**config.mk**
```make
export PLATFORM = sky130hd
export DESIGN_NAME = vga_object_scheduler
export DESIGN_NICKNAME = d
export VERILOG_FILES = /design/src/rtl/vga_sched_pkg.sv /design/src/rtl/vga_object_scheduler_sync2.sv /design/src/rtl/vga_object_scheduler.sv
export SDC_FILE = /design/constraint.sdc
export NUM_CORES = 1
export LEC_CHECK = 0
export ABC_AREA = 1
export ABC_CLOCK_PERIOD_IN_PS = 4200
export CORE_ASPECT_RATIO = 1.2
export CORE_MARGIN = 2
export CORE_UTILIZATION = 31
export CTS_CLUSTER_SIZE = 28
export DETAILED_ROUTE_END_ITERATION = 10
export HOLD_SLACK_MARGIN = 0.05
export PLACE_DENSITY = 0.63
export REMOVE_ABC_BUFFERS = 1
export SYNTH_ARGS = -nofsm -noshare
export SYNTH_HDL_FRONTEND = slang
export SYNTH_SLANG_ARGS = --single-unit
```
**constraint.sdc**
```tcl
create_clock -name CLOCK_50_I -period 4.2 [get_ports CLOCK_50_I]
set_clock_uncertainty 0.05 [all_clocks]
set_input_delay 0.63 -clock CLOCK_50_I [delete_from_list [all_inputs] [get_ports CLOCK_50_I]]
set_output_delay 0.63 -clock CLOCK_50_I [all_outputs]
set_load 0.01 [all_outputs]
```
**src/rtl/vga_sched_pkg.sv**
```systemverilog
// Shared types and constants for the seven-square VGA pattern sequencer.
package vga_sched_pkg;

    localparam int NUM_OBJECTS = 7;

    localparam logic [NUM_OBJECTS-1:0] MASK_FULL   = 7'h7F;
    localparam logic [NUM_OBJECTS-1:0] MASK_LAST   = 7'h40;
    localparam logic [NUM_OBJECTS-1:0] MASK_FIRST  = 7'h01;
    localparam logic [NUM_OBJECTS-1:0] MASK_DRAIN0 = 7'h7E;
    localparam logic [2:0]             ROT_LAST    = 3'd6;

    typedef enum logic [1:0] {
        IDLE   = 2'd0,
        FILL   = 2'd1,
        ROTATE = 2'd2,
        DRAIN  = 2'd3
    } state_t;

    // Colour slot seen by square 'obj' under rotation 'rot': (obj + rot) mod 7.
    function automatic logic [2:0] obj_colour_idx(input logic [2:0] obj, input logic [2:0] rot);
        logic [3:0] s;
        s = {1'b0, obj} + {1'b0, rot};
        if (s >= 4'd7)
            s = s - 4'd7;
        return s[2:0];
    endfunction

endpackage

```
**src/rtl/vga_object_scheduler_sync2.sv**
```systemverilog
// Generic two-flop synchronizer for slow asynchronous inputs (switches).
module sync2 #(
    parameter int WIDTH = 1
) (
    input  logic             i_clk,
    input  logic             i_rst_n,
    input  logic [WIDTH-1:0] i_d,
    output logic [WIDTH-1:0] o_q
);

    logic [WIDTH-1:0] r_meta;
    logic [WIDTH-1:0] r_sync;

    // Two-stage capture; first stage may go metastable, second is clean.
    always_ff @(posedge i_clk or negedge i_rst_n) begin
        if (!i_rst_n) begin
            r_meta <= '0;
            r_sync <= '0;
        end else begin
            r_meta <= i_d;
            r_sync <= r_meta;
        end
    end

    assign o_q = r_sync;

endmodule

```
**src/rtl/vga_object_scheduler.sv**
```systemverilog
// Frame-synchronous fill / rotate / drain sequencer for the seven-square
// VGA test pattern. Everything updates on the V_SYNC falling edge, which
// lies in vertical blanking, so a displayed frame never tears.
//
// state  | meaning
// IDLE   | all squares hidden, waits for run on a step
// FILL   | squares appear one per step, 1 -> 7
// ROTATE | all visible, colour rotation 1..6 one per step
// DRAIN  | squares disappear one per step from square 1 upward
module vga_object_scheduler
    import vga_sched_pkg::*;
#(
    parameter int FRAME_CNT_WIDTH = 16
) (
    input  logic                       CLOCK_50_I,
    input  logic                       resetn,
    input  logic                       vsync_i,
    input  logic                       run_i,
    input  logic                       pause_i,
    input  logic [5:0]                 period_i,
    output logic [NUM_OBJECTS-1:0]     object_mask_o,
    output logic [2:0]                 colour_rot_o,
    output logic [1:0]                 phase_o,
    output logic                       frame_tick_o,
    output logic [FRAME_CNT_WIDTH-1:0] frame_count_o
);

    logic                       w_run_s;
    logic                       w_pause_s;
    logic                       w_tick;
    logic                       w_step;
    logic [5:0]                 w_period_m1;

    logic                       r_vsync_q;
    logic [5:0]                 r_div_cnt;
    logic                       r_frame_tick;
    logic [FRAME_CNT_WIDTH-1:0] r_frame_cnt;
    state_t                     r_state;
    logic [NUM_OBJECTS-1:0]     r_mask;
    logic [2:0]                 r_rot;

    sync2 #(.WIDTH(1)) u_sync_run (
        .i_clk   (CLOCK_50_I),
        .i_rst_n (resetn),
        .i_d     (run_i),
        .o_q     (w_run_s)
    );

    sync2 #(.WIDTH(1)) u_sync_pause (
        .i_clk   (CLOCK_50_I),
        .i_rst_n (resetn),
        .i_d     (pause_i),
        .o_q     (w_pause_s)
    );

    // vsync_q resets low so a low vsync_i after reset cannot fake a falling edge.
    assign w_tick      = r_vsync_q & ~vsync_i;
    assign w_period_m1 = (period_i == 6'd0) ? 6'd0 : (period_i - 6'd1);
    // '>=' lets a period shortened mid-count step immediately rather than wrap.
    assign w_step      = w_tick & ~w_pause_s & (r_div_cnt >= w_period_m1);

    // Frame edge detect, tick pulse, frame counter and frame divider.
    always_ff @(posedge CLOCK_50_I or negedge resetn) begin
        if (!resetn) begin
            r_vsync_q    <= 1'b0;
            r_frame_tick <= 1'b0;
            r_frame_cnt  <= '0;
            r_div_cnt    <= '0;
        end else begin
            r_vsync_q    <= vsync_i;
            r_frame_tick <= w_tick;
            if (w_tick) begin
                r_frame_cnt <= r_frame_cnt + 1'b1;
                if (!w_pause_s) begin
                    if (r_div_cnt >= w_period_m1)
                        r_div_cnt <= 6'd0;
                    else
                        r_div_cnt <= r_div_cnt + 6'd1;
                end
            end
        end
    end

    // Pattern state machine; advances only on divided steps.
    always_ff @(posedge CLOCK_50_I or negedge resetn) begin
        if (!resetn) begin
            r_state <= IDLE;
            r_mask  <= '0;
            r_rot   <= '0;
        end else if (w_step) begin
            case (r_state)
                IDLE: begin
                    if (w_run_s) begin
                        r_state <= FILL;
                        r_mask  <= MASK_FIRST;
                    end
                end
                FILL: begin
                    if (r_mask == MASK_FULL) begin
                        r_state <= ROTATE;
                        r_rot   <= 3'd1;
                    end else begin
                        r_mask <= {r_mask[NUM_OBJECTS-2:0], 1'b1};
                    end
                end
                ROTATE: begin
                    if (r_rot == ROT_LAST) begin
                        r_state <= DRAIN;
                        r_rot   <= 3'd0;
                        r_mask  <= MASK_DRAIN0;
                    end else begin
                        r_rot <= r_rot + 3'd1;
                    end
                end
                DRAIN: begin
                    if (r_mask == MASK_LAST) begin
                        r_state <= IDLE;
                        r_mask  <= '0;
                    end else begin
                        r_mask <= {r_mask[NUM_OBJECTS-2:0], 1'b0};
                    end
                end
                default: begin
                    r_state <= IDLE;
                    r_mask  <= '0;
                    r_rot   <= '0;
                end
            endcase
        end
    end

    assign object_mask_o = r_mask;
    assign colour_rot_o  = r_rot;
    assign phase_o       = r_state;
    assign frame_tick_o  = r_frame_tick;
    assign frame_count_o = r_frame_cnt;

endmodule
```
* Word level (Yosys, flattened, before mapping)
Cells that the tools add are included.
Storage, ports and cells: register bits 40, input bits 11, output and inout port bits 29, word-level logic and storage cells 54
Cells by class: add/subtract/negate cells 4, magnitude comparators 1, equal/unequal tests 11, multiplexer cells 15, bitwise logic cells 5, reductions and logical operators 7
Operators with widths (count):
- two-way mux 7 bit | 4
- one-hot mux 7 bit (4 select lines) | 1
- adder 16 x 1 -> 16 bit, second input constant | 1
- equality test 7 bit, second input constant | 2
- two-way mux 6 bit | 2
- two-way mux 2 bit | 4
- inequality test 2 bit, second input constant | 4
- one-hot mux 2 bit (4 select lines) | 1
- adder 6 x 1 -> 6 bit, second input constant | 1
- greater-or-equal comparator 6 bit | 1
- zero test 6 bit | 1
- two-way mux 3 bit | 2
- one-hot mux 3 bit (2 select lines) | 1
- subtractor 6 x 1 -> 6 bit, second input constant | 1
- AND reduction 5 bit | 1
- equality test 2 bit, second input constant | 2
- AND reduction 4 bit | 1
- adder 3 x 1 -> 3 bit, second input constant | 1
- bitwise AND 1 bit | 3
- equality test 3 bit, second input constant | 1
- AND reduction 3 bit | 1
- equality test 2 x 1 -> 1 bit, second input constant | 1
- zero test 2 bit | 1
- inequality test 2 x 1 -> 1 bit, second input constant | 1
- other kinds (3) | 4

* Logic depth before layout (Yosys ltp)
Gate-level depths: netlist (run 1).
depth after elaboration 5, depth in mapped cells 18, mapped depth without buffers 18

* By module
A second synthesis (run 1) with hierarchy kept.
Second synthesis, totals: cell total of the unflattened synthesis 289, area total of the unflattened synthesis 2307.2 µm²
Modules (own cells, without submodules):
- vga_object_scheduler | instances 1, cells each 285, area each 2207.1 µm², seq. area each 900.9 µm²
- sync2 | instances 2, cells each 2, area each 50.0 µm², seq. area each 50.0 µm²

* Worst setup path after synthesis (run 1)
Ideal clock, no wire load.
path type input to register, start in period_i[0], end reg r_div_cnt[2], setup time 0.088 ns, arrival 2.324 ns, required time 4.062 ns, setup slack 1.737 ns, stages 14, buffers on the path 1, cells stage by stage inv_1 -> ha_1 -> nand2_1 -> nor2_1 -> xnor2_1 -> a21oi_1 -> inv_1 -> ha_1 -> nand2_1 -> inv_1 -> a21oi_1 -> a21oi_2 -> buf_4 -> nor3b_1
Between the ends: longest elaborated chain between the ends 4, elaborated cells between the ends (all ways) 5, classes of those cells 1 x add/sub; 1 x order compare; 2 x mux; 1 x reduce/logical
RTL lines:
- start, declared | line vga_object_scheduler.sv:20 | input logic [5:0] period_i,
- subtractor 6 x 1 -> 6 bit / zero test 6 bit (equally long branches) | line vga_object_scheduler.sv:58 | assign w_period_m1 = (period_i == 6'd0) ? 6'd0 : (period_i - 6'd1);
- two-way mux 6 bit * | line vga_object_scheduler.sv:58
- greater-or-equal comparator 6 bit * | line vga_object_scheduler.sv:75 | if (r_div_cnt >= w_period_m1)
- two-way mux 6 bit * | line vga_object_scheduler.sv:75
- end signal, assigned | line vga_object_scheduler.sv:78 | r_div_cnt <= r_div_cnt + 6'd1;
- end, declared | line vga_object_scheduler.sv:35 | logic [5:0] r_div_cnt;
Every way passes the cells marked *; elsewhere a longest branch is shown, timed or not. A chain may end at the register's enable or synchronous reset.

* Worst setup path after layout (run 1)
start in period_i[0], end reg r_rot[0], in the netlist colour_rot_o[0]
Between the ends: longest elaborated chain between the ends 5, elaborated cells between the ends (all ways) 6, classes of those cells 1 x add/sub; 1 x order compare; 1 x mux; 1 x bitwise; 2 x reduce/logical
RTL lines:
- subtractor 6 x 1 -> 6 bit / zero test 6 bit (equally long branches) | line vga_object_scheduler.sv:58
- two-way mux 6 bit * | line vga_object_scheduler.sv:58
- greater-or-equal comparator 6 bit * | line vga_object_scheduler.sv:60 | assign w_step = w_tick & ~w_pause_s & (r_div_cnt >= w_period_m1);
- bitwise AND 1 bit * | line vga_object_scheduler.sv:60
- AND reduction 3 bit (no line) *
- end signal, assigned | line vga_object_scheduler.sv:112 | r_rot <= r_rot + 3'd1;
- end, declared | line vga_object_scheduler.sv:40 | logic [2:0] r_rot;
Marked as above.

==> parameters.txt, run 1 <==
Parameter                              Value

Run status
  Run status ... complete, no violations

Critical path
  Capturing element type of the critical path ... flop
  Worst setup path class ... primary input to flop
  CP Launch Point ... period_i[0]
  Data required time at the worst endpoint ... 4.33 ns
  Critical Path Start Type ... primary input
  Critical Path End ... colour_rot_o[0]$_DFFE_PN0P_
  Maximum fanout count along the critical path ... 11
  Worst flop-to-flop path startpoint ... r_div_cnt[0]$_DFFE_PN0P_
  Worst path arrival time ... 3.11 ns
  Capture point of the worst reg-to-reg path ... colour_rot_o[0]$_DFFE_PN0P_
  Register-to-register path setup slack ... between 2 and 2.5 ns
  Logic depth of the worst register-to-register path ... 11

GRT
  Number of global-route vias before repair ... 1879
  GR Layer Usage met1 ... around 16%
  Met3 usage ... 3.050%
  Pin count of the biggest net entering global routing ... 41
  Wire length of the first global-routing pass ... 8038 um
  Number of antenna violations at the first check in global routing ... 0
  Met2 layer usage reported by global route ... ~20%
  Total Routing Usage GR ... 12.54%
  Leftover overflow at the end of global routing ... 0
  Busiest layer in global routing ... met2

Clocking
  Buffer cell driving the clock tree root ... clkbuf_8
  Post-CTS Setup Bufs ... 0
  Post-CTS sizing ... 0
  Cts bufs inserted ... 5
  Number of levels in the clock H-tree ... 2
  Clock-pin slew of the registers on the worst-case setup and hold paths ... around 0.080 ns
  CTS max path bufs ... 2
  Clock latency at the later pin of the worst-skew pair ... between 0.2 and 0.3 ns
  Number of buffers added to fix hold violations after cts ... 0
  Number of clock sinks ... 40
  Clock tree from TritonCTS ... yes

Detailed routing
  Vias after detailed routing ... ~1800
  Remaining antenna violation count after routing ... 0
  Average routed wire per standard cell ... around 11 um
  Detailed Route WL ... ~4500 um
  Vias/cell ... 4.366
  First-pass iteration count of the detailed router ... 4
  First DRT Iteration DRCs ... 37
  # DRC ... 0

Floorplan
  DIE AREA ... approximately 8100 um2
  Die Span Y ... approximately 98 um
  Overall die width ... just over 80 um
  Initial core utilization ... 31.80%
  Total I/O pin count ... 40
  Placeable core area ... around 7200 um2
  Number of cell rows ... 34

Yosys
  Count of distinct cell types in the synthesized netlist ... 27
  Number of synthesized flops with an enable pin ... 0
  Top-count cell post-synth ... nand2_1
  Number of standard cells after synthesis ... 286
  Share of Yosys cell area claimed by the top area cell type ... a little over two fifths
  Most common library cells after synthesis ... 89 x nand2_1, 40 x dfrtp_1, 37 x inv_1
  Post-synthesis register bit count ... 40
  Total standard cell area after synthesis ... approximately 2300 um2
  Leading register cell type out of synthesis ... dfrtp_1
  Cell accounting for the most synthesized area ... dfrtp_1
  Synthesized area per cell ... 7.993 um2
  Synth warnings ... 0
  Asr flop ratio synth ... 100.0%
  Largest cells by area after synthesis ... dfrtp_1 44%, nand2_1 15%, ha_1 7.1%
  Share of the yosys chip area belonging to registers ... approximately 44%

Final layout
  Number of filler cells placed in the layout ... 728
  Synth-to-layout area growth ... 26.00%
  Fraction of final layout cells with drive strength greater than 1 ... under 10%
  Final nets ... between 300 and 400
  Antenna diode count ... 0
  Post-Layout Inst Area ... 2880 um2

Pwr
  Leakage dissipation ... around 0.0015 uW
  Power density cells ... 449.2 nW/um2
  Maximum resistive drop on vdd ... around 0.16 mV

STA
  Post-layout minimum cycle time ... a little under 3 ns
  Timing-limited maximum frequency ... 335.6 MHz
  Max-slew violation count ... 0
  Worst Max-Slew Pin Slew ... ~0.9 ns
  Setup violations, final ... 0
  Period utilisation layout ... around 71%
  Setup repair after global routing missed its margin ... false
  Max-slew headroom ... between 40% and 50%
  Hold violation count in the final report ... 0
  Setup tns final ... 0 ns

Placement
  DP Area ... approximately 2800 um2
  Gpl congestion ... 0.8149
  Buffers added on ports ... 39
  Dpl hpwl ... between 3000 and 4000 um

Min path
  Classification of the worst-slack hold path ... flop to flop

Job
  Number of max-capacitance violations reported ... 0
worst max-delay path, cell delays in order:
cell             delay (ns)
clkdlybuf4s50_1        0.42
inv_1                  0.09
ha_1                   0.16
nand2_1                0.07
nor2_1                 0.22
nand2_1                0.15
nand2_1                0.09
inv_1                  0.04
ha_1                   0.26
inv_1                  0.03
nand2_1                0.04
nand2_1                0.04
nand2_1                0.06
nand2_1                0.09
a21oi_2                0.41
nand2_1                0.16
nand2_1                0.10
nand2_1                0.05
cell usage in the layout, fill, tap and decap left out, drive strengths merged, types with 7 or more instances in the layout:
cell type	netlist	routed
o21ai	13	13
nand2	95	95
clkdlybuf4s50	0	38
dfrtp	40	40
xor2	7	7
inv	38	38
nor3	7	7
nand3	16	16
ha	13	13
nor2	30	30
xnor2	10	10
final cells by class:
class | count | area, um2 | share of cell area [%]
clock buffer | 6 | 72.57 | 2.520
tap | 90 | 112.6 | 3.910
clock inverter | 2 | 35.03 | 1.216
inverter | 38 | 142.6 | 4.952
sequential | 40 | 1001 | 34.75
multi-input combinational | 206 | 1131 | 39.27
timing repair buffer | 39 | 385.4 | 13.38
per-stage QoR:
step / worst slack, ns / hold slack [ns] / utilization (%) / total power (uW) / instances
5_1_grt: 0.9087 / 0.3372 / 40.06 / 1406 / 421
4_1_cts: 1.205 / 0.3048 / 40.06 / 1315 / 421
3_3_place_gp: 0.9698 / 0.2896 / 38.57 / 985.7 / 413
6_report: 1.220 / 0.3037 / 40.06 / 1294 / 421
3_5_place_dp: 0.8940 / 0.2863 / 38.57 / 992.8 / 413
2_1_floorplan: 1.631 / 0.2812 / - / 808.7 / 284
worst min-delay path by stage:
stage | cells past startpoint | to | slack, ns | from
2_1_floorplan | 0 | colour_rot_o[0]$_DFFE_PN0P_ | 0.28 | resetn
3_3_place_gp | 0 | u_sync_run.o_q$_DFF_PN0_ | 0.29 | u_sync_run.r_meta$_DFF_PN0_
5_1_grt | 0 | u_sync_run.o_q$_DFF_PN0_ | 0.34 | u_sync_run.r_meta$_DFF_PN0_
3_5_place_dp | 0 | u_sync_run.o_q$_DFF_PN0_ | 0.29 | u_sync_run.r_meta$_DFF_PN0_
4_1_cts | 0 | u_sync_run.o_q$_DFF_PN0_ | 0.30 | u_sync_run.r_meta$_DFF_PN0_
6_report | 0 | u_sync_run.o_q$_DFF_PN0_ | 0.30 | u_sync_run.r_meta$_DFF_PN0_
state kept, by name, indices dropped and copies added, names as in the netlist, 2 cells and up:
register       flops
colour_rot_o       3
frame_count_o     16
object_mask_o      7
phase_o            2
r_div_cnt          6
cells by family after synthesis:
family | synth area share, %
xor+xnor | 6.513
flops | 43.79
buf+inv | 6.732
fa+ha+maj | 7.116
compound gates | 4.652
simple gates | 31.20
routing by layer:
metal / part of all wire (%) / wire, um
met5: 0 / 0
met4: 1.7 / 76
met3: 3.4 / 152
met2: 46 / 2066
met1: 48 / 2158
report_power, final:
part,total [uW],switching (uW),internal [uW]
Sequential,541,86.9,454
Combinational,441,236,205
Clock,312,136,176
Total,1290,458,835
No activity file was read; power rests on OpenSTA's default activity.
==> run 2: changes to the inputs <==
Settings changed: ABC_CLOCK_PERIOD_IN_PS 4200 to 2900.
Clock period 4.2 ns to 2.9 ns, I/O delays scaled along.
==> run 2 against run 1 <==
Against the previous run:
- cell area grew 0.65%
- critical path depth decreased by 2
- wire length grew 1.2%
- power rose by 40%
- clock power grew 20%
- non-clock buffer count up 2
- core utilization increased by 0.26 points
- global-route usage up 0.23 points
- sequential power is 45% higher
- sequential cell count stayed put
- setup slack got worse by 0.95 ns
- first-iteration DRC count down 24%
==> parameters.txt, run 2 (synthesized netlist as in run 1, its figures left out) <==
Parameter                              Value

Run status
  Run status ... complete, no violations (unchanged)

STA
  Worst Max-Slew Pin Slew ... 0.8805 ns (was 0.8894 ns)
  Post-layout minimum cycle time ... 2.625 ns
  Period utilisation layout ... about 91%
  Max-slew headroom ... 41.30% (was 40.70%)
  Hold violation count in the final report ... 0 (unchanged)
  Setup violations, final ... 0 (unchanged)
  Timing-limited maximum frequency ... roughly 380 MHz
  Setup tns final ... 0 ns (unchanged)
  Max-slew violation count ... 0 (unchanged)

Detailed routing
  Vias after detailed routing ... 1881 (was 1838)
  # DRC ... 0 (unchanged)
  First DRT Iteration DRCs ... 28 (was 37)
  Vias/cell ... 4.447 (was 4.366)
  Average routed wire per standard cell ... 10.66 um (was 10.58 um)
  First-pass iteration count of the detailed router ... 4 (unchanged)
  Detailed Route WL ... 4508 um (was 4453 um)
  Remaining antenna violation count after routing ... 0 (unchanged)

GRT
  Number of global-route vias before repair ... 1917 (was 1879)
  Total Routing Usage GR ... 12.77% (was 12.54%)
  Wire length of the first global-routing pass ... 8107 um (was 8038 um)
  Number of antenna violations at the first check in global routing ... 0 (unchanged)
  Pin count of the biggest net entering global routing ... 41 (unchanged)
  Leftover overflow at the end of global routing ... 0 (unchanged)

Pwr
  Cell-internal power ... 1128 uW (was 835.4 uW)
  Switch share ... 37.60% (was 35.43%)
  Net switching component of the power ... 679.6 uW (was 458.4 uW)
  Clock share of power ... 20.6% (was 24.1%)
  Power density cells ... 623.5 nW/um2 (was 449.2 nW/um2)
  Maximum resistive drop on vdd ... 0.2141 mV (was 0.1594 mV)
  Leakage dissipation ... 0.001454 uW (was 0.001451 uW)
  Gate power share ... 36.0% (was 34.1%)
  Sequential power share ... 43.3% (was 41.8%)

Floorplan
  Initial core utilization ... 31.80% (unchanged)
  Total I/O pin count ... 40 (unchanged)
  Placeable core area ... 7189 um2 (unchanged)
  Die Span Y ... 98.07 um (unchanged)
  Overall die width ... 82.39 um (unchanged)
  Number of cell rows ... 34 (unchanged)
  DIE AREA ... 8080 um2 (unchanged)

Placement
  Buffers added on ports ... 39 (unchanged)
  Gpl congestion ... 0.8689 (was 0.8149)
  DP Area ... 2788 um2 (was 2773 um2)
  Dpl hpwl ... 3354 um (was 3294 um)

Clocking
  Buffer cell driving the clock tree root ... clkbuf_8 (unchanged)
  Clock latency at the later pin of the worst-skew pair ... 0.30 ns (was 0.29 ns)
  Number of clock sinks ... 40 (unchanged)
  Post-CTS Setup Bufs ... 0 (unchanged)
  Number of levels in the clock H-tree ... 2 (unchanged)
  Cts bufs inserted ... 5 (unchanged)
  Clock tree from TritonCTS ... yes (unchanged)
  CTS max path bufs ... 2 (unchanged)
  Clock-pin slew of the registers on the worst-case setup and hold paths ... 0.08 ns (about the same)

Final layout
  Post-Layout Inst Area ... 2899 um2 (was 2880 um2)
  Fraction of final layout cells with drive strength greater than 1 ... 10.51% (was 9.063%)
  Number of filler cells placed in the layout ... 722 (was 728)
  Synth-to-layout area growth ... 26.82% (was 26.00%)
  Commonest non-fill, non-tap cells in the layout ... 89 x nand2_1, 40 x dfrtp_1, 38 x clkdlybuf4s50_1 (unchanged)
  Antenna diode count ... 0 (unchanged)
  Most common cell after layout, fill and taps aside ... nand2_1 (unchanged)
  Number of flip-flops in the largest register ... 16 (unchanged)
  Final nets ... 356 (was 354)

Job
  Number of max-capacitance violations reported ... 0 (unchanged)

Critical path
  Maximum fanout count along the critical path ... 7 (was 11)
  Capturing element type of the critical path ... flop (unchanged)
  Worst path arrival time ... 2.81 ns (was 3.11 ns)
  Worst setup path class ... primary input to flop (unchanged)
  Data required time at the worst endpoint ... 3.08 ns (was 4.33 ns)
  Critical Path Start Type ... primary input (unchanged)

Min path
  Classification of the worst-slack hold path ... primary input to async pin (was flop to flop)
run 2: cell type report:
cell class                      instances  area (um2)  area share [%]
Sequential cell                        40        1001           34.53
Inverter                               38       142.6           4.920
Tap cell                               90       112.6           3.884
Multi-Input combinational cell        206        1155           39.84
Timing Repair Buffer                   41       400.4           13.81
Clock inverter                          3       18.77          0.6474
Clock buffer                            5       68.82           2.374
run 2: path summary, 6_finish.rpt:
check                                            start                            end  slack, ns  cells past startpoint
hold reg to reg            u_sync_run.r_meta$_DFF_PN0_       u_sync_run.o_q$_DFF_PN0_       0.30                      0
setup / recovery                           period_i[0]   object_mask_o[0]$_DFFE_PN0P_       0.28                     16
setup reg to reg              r_div_cnt[0]$_DFFE_PN0P_   object_mask_o[0]$_DFFE_PN0P_       1.14                     12
max in group asynchronous                       resetn  frame_count_o[15]$_DFFE_PN0P_       2.04                      1
hold / removal                                  resetn    colour_rot_o[0]$_DFFE_PN0P_       0.20                      1
min in group CLOCK_50_I    u_sync_run.r_meta$_DFF_PN0_       u_sync_run.o_q$_DFF_PN0_       0.30                      0
run 2: worst max-delay path, stage by stage:
cell             delay [ns]
clkdlybuf4s50_1        0.47
inv_1                  0.06
ha_1                   0.20
nand2_1                0.13
nor2_4                 0.06
nor3_1                 0.18
a21oi_1                0.06
ha_1                   0.29
nand2_1                0.07
nor2_1                 0.10
nand2_1                0.12
nand2_1                0.14
nand3_1                0.13
nor2_4                 0.21
nand2_1                0.08
nand2_1                0.06
run 2: what timing repair did:
item,in CTS,in global routing
gates resized for setup,0,5
endpoints found under the setup margin,0,16
hold buffers,0,0
run 2: per-layer routing:
layer,global-route usage (%),part of all wire [%],up-vias
li1,-,-,977
met1,15.41,47,872
met2,21.46,49,26
met3,2.865,2.7,6
met4,5.256,1.9,0
met5,0,0,-
run 2: metrics by stage:
step | total power, uW | util, % | hold slack [ns] | setup slack (ns) | instances
after floorplan | 1171 | - | 0.08941 | 0.5263 | 284
after global placement | 1429 | 38.77 | 0.2867 | -0.02450 | 415
after detailed placement | 1445 | 38.77 | 0.2863 | -0.08170 | 415
after CTS | 1832 | 39.99 | 0.2420 | 0.2274 | 423
after global routing | 1960 | 40.32 | 0.2782 | -0.02316 | 423
final | 1808 | 40.32 | 0.2006 | 0.2751 | 423
run 2: power by group through the flow:
stage	registers [uW]	logic, uW	clock network (uW)
after floorplan	801	370	0
after global routing	803	749	408
after CTS	787	655	390
after global placement	796	633	0
after detailed placement	799	646	0
final	783	651	373
==> run 3: changes to the inputs <==
Settings changed: ABC_AREA 1 to default.
==> run 3 against run 2 <==
Against the previous run:
- core utilization increased by 2.6 points
- die area down 7.3%
- register-to-register slack got worse by 0.38 ns
- critical path depth fell by 4
- largest cell class unchanged
- sequential power is 5.2% lower
- setup slack worse by 0.16 ns
- highest routed layer unchanged
- power fell by 15%
- cell area is 3.4% lower
==> parameters.txt, run 3 <==
Parameter                              Value

Run status
  Run status ... complete, no violations (unchanged)

Clocking
  Clock latency at the later pin of the worst-skew pair ... 0.29 ns (was 0.30 ns)
  CTS max path bufs ... 2 (unchanged)
  Number of clock sinks ... 40 (unchanged)
  Number of levels in the clock H-tree ... 2 (unchanged)
  Post-CTS Setup Bufs ... 0 (unchanged)
  Clock-pin slew of the registers on the worst-case setup and hold paths ... 0.08 ns (about the same)
  Number of buffers added to fix hold violations after cts ... 0 (unchanged)
  Cts bufs inserted ... 5 (unchanged)
  Buffer cell driving the clock tree root ... clkbuf_8 (unchanged)
  Clock tree from TritonCTS ... yes (unchanged)

Final layout
  Most common cell after layout, fill and taps aside ... dfrtp_1 (was nand2_1)
  Number of filler cells placed in the layout ... 642 (was 722)
  Antenna diode count ... 0 (unchanged)
  Final nets ... 289 (was 356)
  Number of flip-flops in the largest register ... 16 (unchanged)
  Synth-to-layout area growth ... 32.66% (was 26.82%)
  Fraction of final layout cells with drive strength greater than 1 ... 13.16% (was 10.51%)
  Commonest non-fill, non-tap cells in the layout ... 40 x dfrtp_1, 37 x clkdlybuf4s50_1, 25 x nand2_1 (was 89 x nand2_1, 40 x dfrtp_1, 38 x clkdlybuf4s50_1)
  Post-Layout Inst Area ... 2800 um2 (was 2899 um2)
  Final design utilization ... 42.91% (was 40.32%)

Critical path
  Worst path arrival time ... 2.91 ns (was 2.81 ns)
  Capturing element type of the critical path ... flop (unchanged)
  CP Cell Sequence ... clkdlybuf4s50_1 -> inv_1 -> ha_2 -> nand2_1 -> or3_4 -> and2_1 -> ha_1 -> nand2b_1 -> a21o_1 -> a21o_1 -> nand3_4 -> mux2_2 (was clkdlybuf4s50_1 -> inv_1 -> ha_1 -> nand2_1 -> nor2_4 -> nor3_1 -> a21oi_1 -> ha_1 -> nand2_1 -> nor2_1 -> nand2_1 -> nand2_1 -> nand3_1 -> nor2_4 -> nand2_1 -> nand2_1)
  Library cell contributing the largest single delay on the critical path ... clkdlybuf4s50_1 (unchanged)
  CP Buf/Inv Count ... 2 (unchanged)
  Critical Path Start Type ... primary input (unchanged)
  Worst setup path class ... primary input to flop (unchanged)
  Family with the most delay on the worst path ... simple AND/OR/NAND/NOR gates (unchanged)
  Maximum fanout count along the critical path ... 6 (was 7)
  Delay of the slowest cell on the worst path ... 0.42 ns (was 0.47 ns)
  Most numerous cell on the critical path ... a21o_1 (was nand2_1)
  Data required time at the worst endpoint ... 3.03 ns (was 3.08 ns)

Detailed routing
  Vias after detailed routing ... 1676 (was 1881)
  First DRT Iteration DRCs ... 73 (was 28)
  First-pass iteration count of the detailed router ... 4 (unchanged)
  Vias/cell ... 4.775 (was 4.447)
  Remaining antenna violation count after routing ... 0 (unchanged)
  # DRC ... 0 (unchanged)
  Detailed Route WL ... 4461 um (was 4508 um)
  Average routed wire per standard cell ... 12.71 um (was 10.66 um)

Yosys
  Count of distinct cell types in the synthesized netlist ... 38 (was 27)
  Leading register cell type out of synthesis ... dfrtp_1 (unchanged)
  Share of the yosys chip area belonging to registers ... 47.42% (was 43.79%)
  Asr flop ratio synth ... 100.0% (unchanged)
  Fraction of the mapped netlist area in adder cells ... 7.706% (was 7.115%)
  Number of standard cells after synthesis ... 211 (was 286)
  Mux cell area share after synthesis ... 5.216% (was 0%)
  Cell accounting for the most synthesized area ... dfrtp_1 (unchanged)
  Number of synthesized flops with an enable pin ... 0 (unchanged)
  Total standard cell area after synthesis ... 2111 um2 (was 2286 um2)
  Basic-gate share of the synthesized area counting and, or, nand and nor cells ... 19.15% (was 31.20%)
  Share of Yosys cell area claimed by the top area cell type ... 47.42% (was 43.79%)
  Post-synthesis register bit count ... 40 (unchanged)
  Top-count cell post-synth ... dfrtp_1 (was nand2_1)
  Synth warnings ... 0 (unchanged)
  Synthesized area per cell ... 10.00 um2 (was 7.993 um2)
  Largest family of logic cells by synthesized area ... simple AND/OR/NAND/NOR gates (unchanged)
  Most common library cells after synthesis ... 40 x dfrtp_1, 25 x nand2_1, 21 x nor2_1 (was 89 x nand2_1, 40 x dfrtp_1, 37 x inv_1)
  Largest cells by area after synthesis ... dfrtp_1 47%, ha_1 7.7%, nand2_1 4.4% (was dfrtp_1 44%, nand2_1 15%, ha_1 7.1%)
  Synth Area in Compound Gates ... 9.721% (was 4.652%)
  Area share of xor/xnor cells in the synthesized design ... 7.884% (was 6.513%)

GRT
  Number of global-route vias before repair ... 1732 (was 1917)
  Number of antenna violations at the first check in global routing ... 0 (unchanged)
  Wire length of the first global-routing pass ... 7776 um (was 8107 um)
  Total Routing Usage GR ... 13.09% (was 12.77%)
  Leftover overflow at the end of global routing ... 0 (unchanged)
  Pin count of the biggest net entering global routing ... 41 (unchanged)

Placement
  Buffers added on ports ... 39 (unchanged)
  Gpl congestion ... 0.8383 (was 0.8689)
  DP Area ... 2673 um2 (was 2788 um2)
  Dpl hpwl ... 3264 um (was 3354 um)

STA
  Max-slew headroom ... 38.70% (was 41.30%)
  Hold violation count in the final report ... 0 (unchanged)
  Setup tns final ... 0 ns (unchanged)
  Period utilisation layout ... 96.13% (was 90.51%)
  Max-slew violation count ... 0 (unchanged)
  Worst Max-Slew Pin Slew ... 0.9196 ns (was 0.8805 ns)
  Setup violations, final ... 0 (unchanged)
  Post-layout minimum cycle time ... 2.788 ns (was 2.625 ns)
  Setup repair after global routing missed its margin ... true
  Timing-limited maximum frequency ... 358.7 MHz (was 381.0 MHz)

Floorplan
  Die Span Y ... 94.39 um (was 98.07 um)
  Initial core utilization ... 32.34% (was 31.80%)
  Total I/O pin count ... 40 (unchanged)
  Placeable core area ... 6526 um2 (was 7189 um2)
  Number of cell rows ... 32 (was 34)
  DIE AREA ... 7487 um2 (was 8080 um2)
  Overall die width ... 79.33 um (was 82.39 um)

Min path
  Classification of the worst-slack hold path ... primary input to async pin (unchanged)

Pwr
  Maximum resistive drop on vdd ... 0.3726 mV (was 0.2141 mV)
  Sequential power share ... 48.4% (was 43.3%)
  Net switching component of the power ... 465.3 uW (was 679.6 uW)
  Cell-internal power ... 1068 uW (was 1128 uW)
  Leakage dissipation ... 0.001278 uW (was 0.001454 uW)
  Power after layout ... 1534 uW (was 1808 uW)
  Switch share ... 30.34% (was 37.60%)
  Gate power share ... 26.7% (was 36.0%)
  Clock share of power ... 24.9% (was 20.6%)
  Power density cells ... 547.7 nW/um2 (was 623.5 nW/um2)

Job
  Number of max-capacitance violations reported ... 0 (unchanged)
run 3: routing by layer:
metal,global-route usage (%),routed length [um],up-vias
li1,-,-,836
met1,15.87,1988,795
met2,22.32,2165,39
met3,3.920,249,6
met4,4.167,56,0
met5,0,0,-
run 3: power by group through the flow:
stage | Sequential [uW] | Combinational, uW | Clock [uW]
6_report | 742 | 410 | 381
5_1_grt | 763 | 466 | 423
4_1_cts | 746 | 410 | 396
2_1_floorplan | 757 | 187 | 0
3_5_place_dp | 755 | 407 | 0
3_3_place_gp | 754 | 397 | 0
run 3: through the flow:
| step | worst slack (ns) | cells | hold WS [ns] |
|---|---|---|---|
| floorplan | 0.1440 | 206 | 0.08941 |
| global placement | -0.2736 | 343 | 0.2868 |
| detailed placement | -0.3259 | 343 | 0.2934 |
| CTS | 0.04820 | 351 | 0.2647 |
| global route | -0.01500 | 351 | 0.3110 |
| finish | 0.1123 | 351 | 0.2266 |
run 3: final cells by class:
class                           instances  area, um2  share of cell area, %
Clock buffer                            8      90.09                  3.217
Timing Repair Buffer                   52      485.5                  17.34
Inverter                                9      33.78                  1.206
Tap cell                               85      106.4                  3.798
Multi-Input combinational cell        157       1084                  38.70
Sequential cell                        40       1001                  35.75
run 3: logic make-up (layout without fill, tap and decap cells):
kind of cell               count (synthesis)  after routing
and+or+nand+nor                           82             82
DFF                                       40             40
AOI/OAI and AO/OA                         33             33
xor gates and xnor gates                  19             19
buffers and inverters                     14             69
adders and majority gates                 13             13
muxes                                     10             10
run 3: worst paths after layout:
kind	from	to	slack, ns	cells after the start
worst max-delay path	period_i[1]	object_mask_o[3]$_DFFE_PN0P_	0.11	12
worst min-delay path	resetn	r_div_cnt[5]$_DFFE_PN0P_	0.23	1
worst max register to register	phase_o[0]$_DFFE_PN0P_	phase_o[1]$_DFFE_PN0P_	0.76	7
worst min register to register	u_sync_pause.r_meta$_DFF_PN0_	u_sync_pause.o_q$_DFF_PN0_	0.31	0
max in group asynchronous	resetn	object_mask_o[6]$_DFFE_PN0P_	1.99	1
min in group CLOCK_50_I	u_sync_pause.r_meta$_DFF_PN0_	u_sync_pause.o_q$_DFF_PN0_	0.31	0
run 3: worst register-to-register path, stage by stage, from the launching register on:
cell and delay (ns):
dfrtp_1 0.43, inv_1 0.10, ha_1 0.32, nor2b_1 0.18, a21oi_1 0.17, and2_4 0.20
nor3b_2 0.23, mux2_1 0.35
run 3: what timing repair did:
item	4_1_cts	5_1_grt
pin swaps	0	3
gates resized for setup	1	10
setup endpoints to repair	6	16
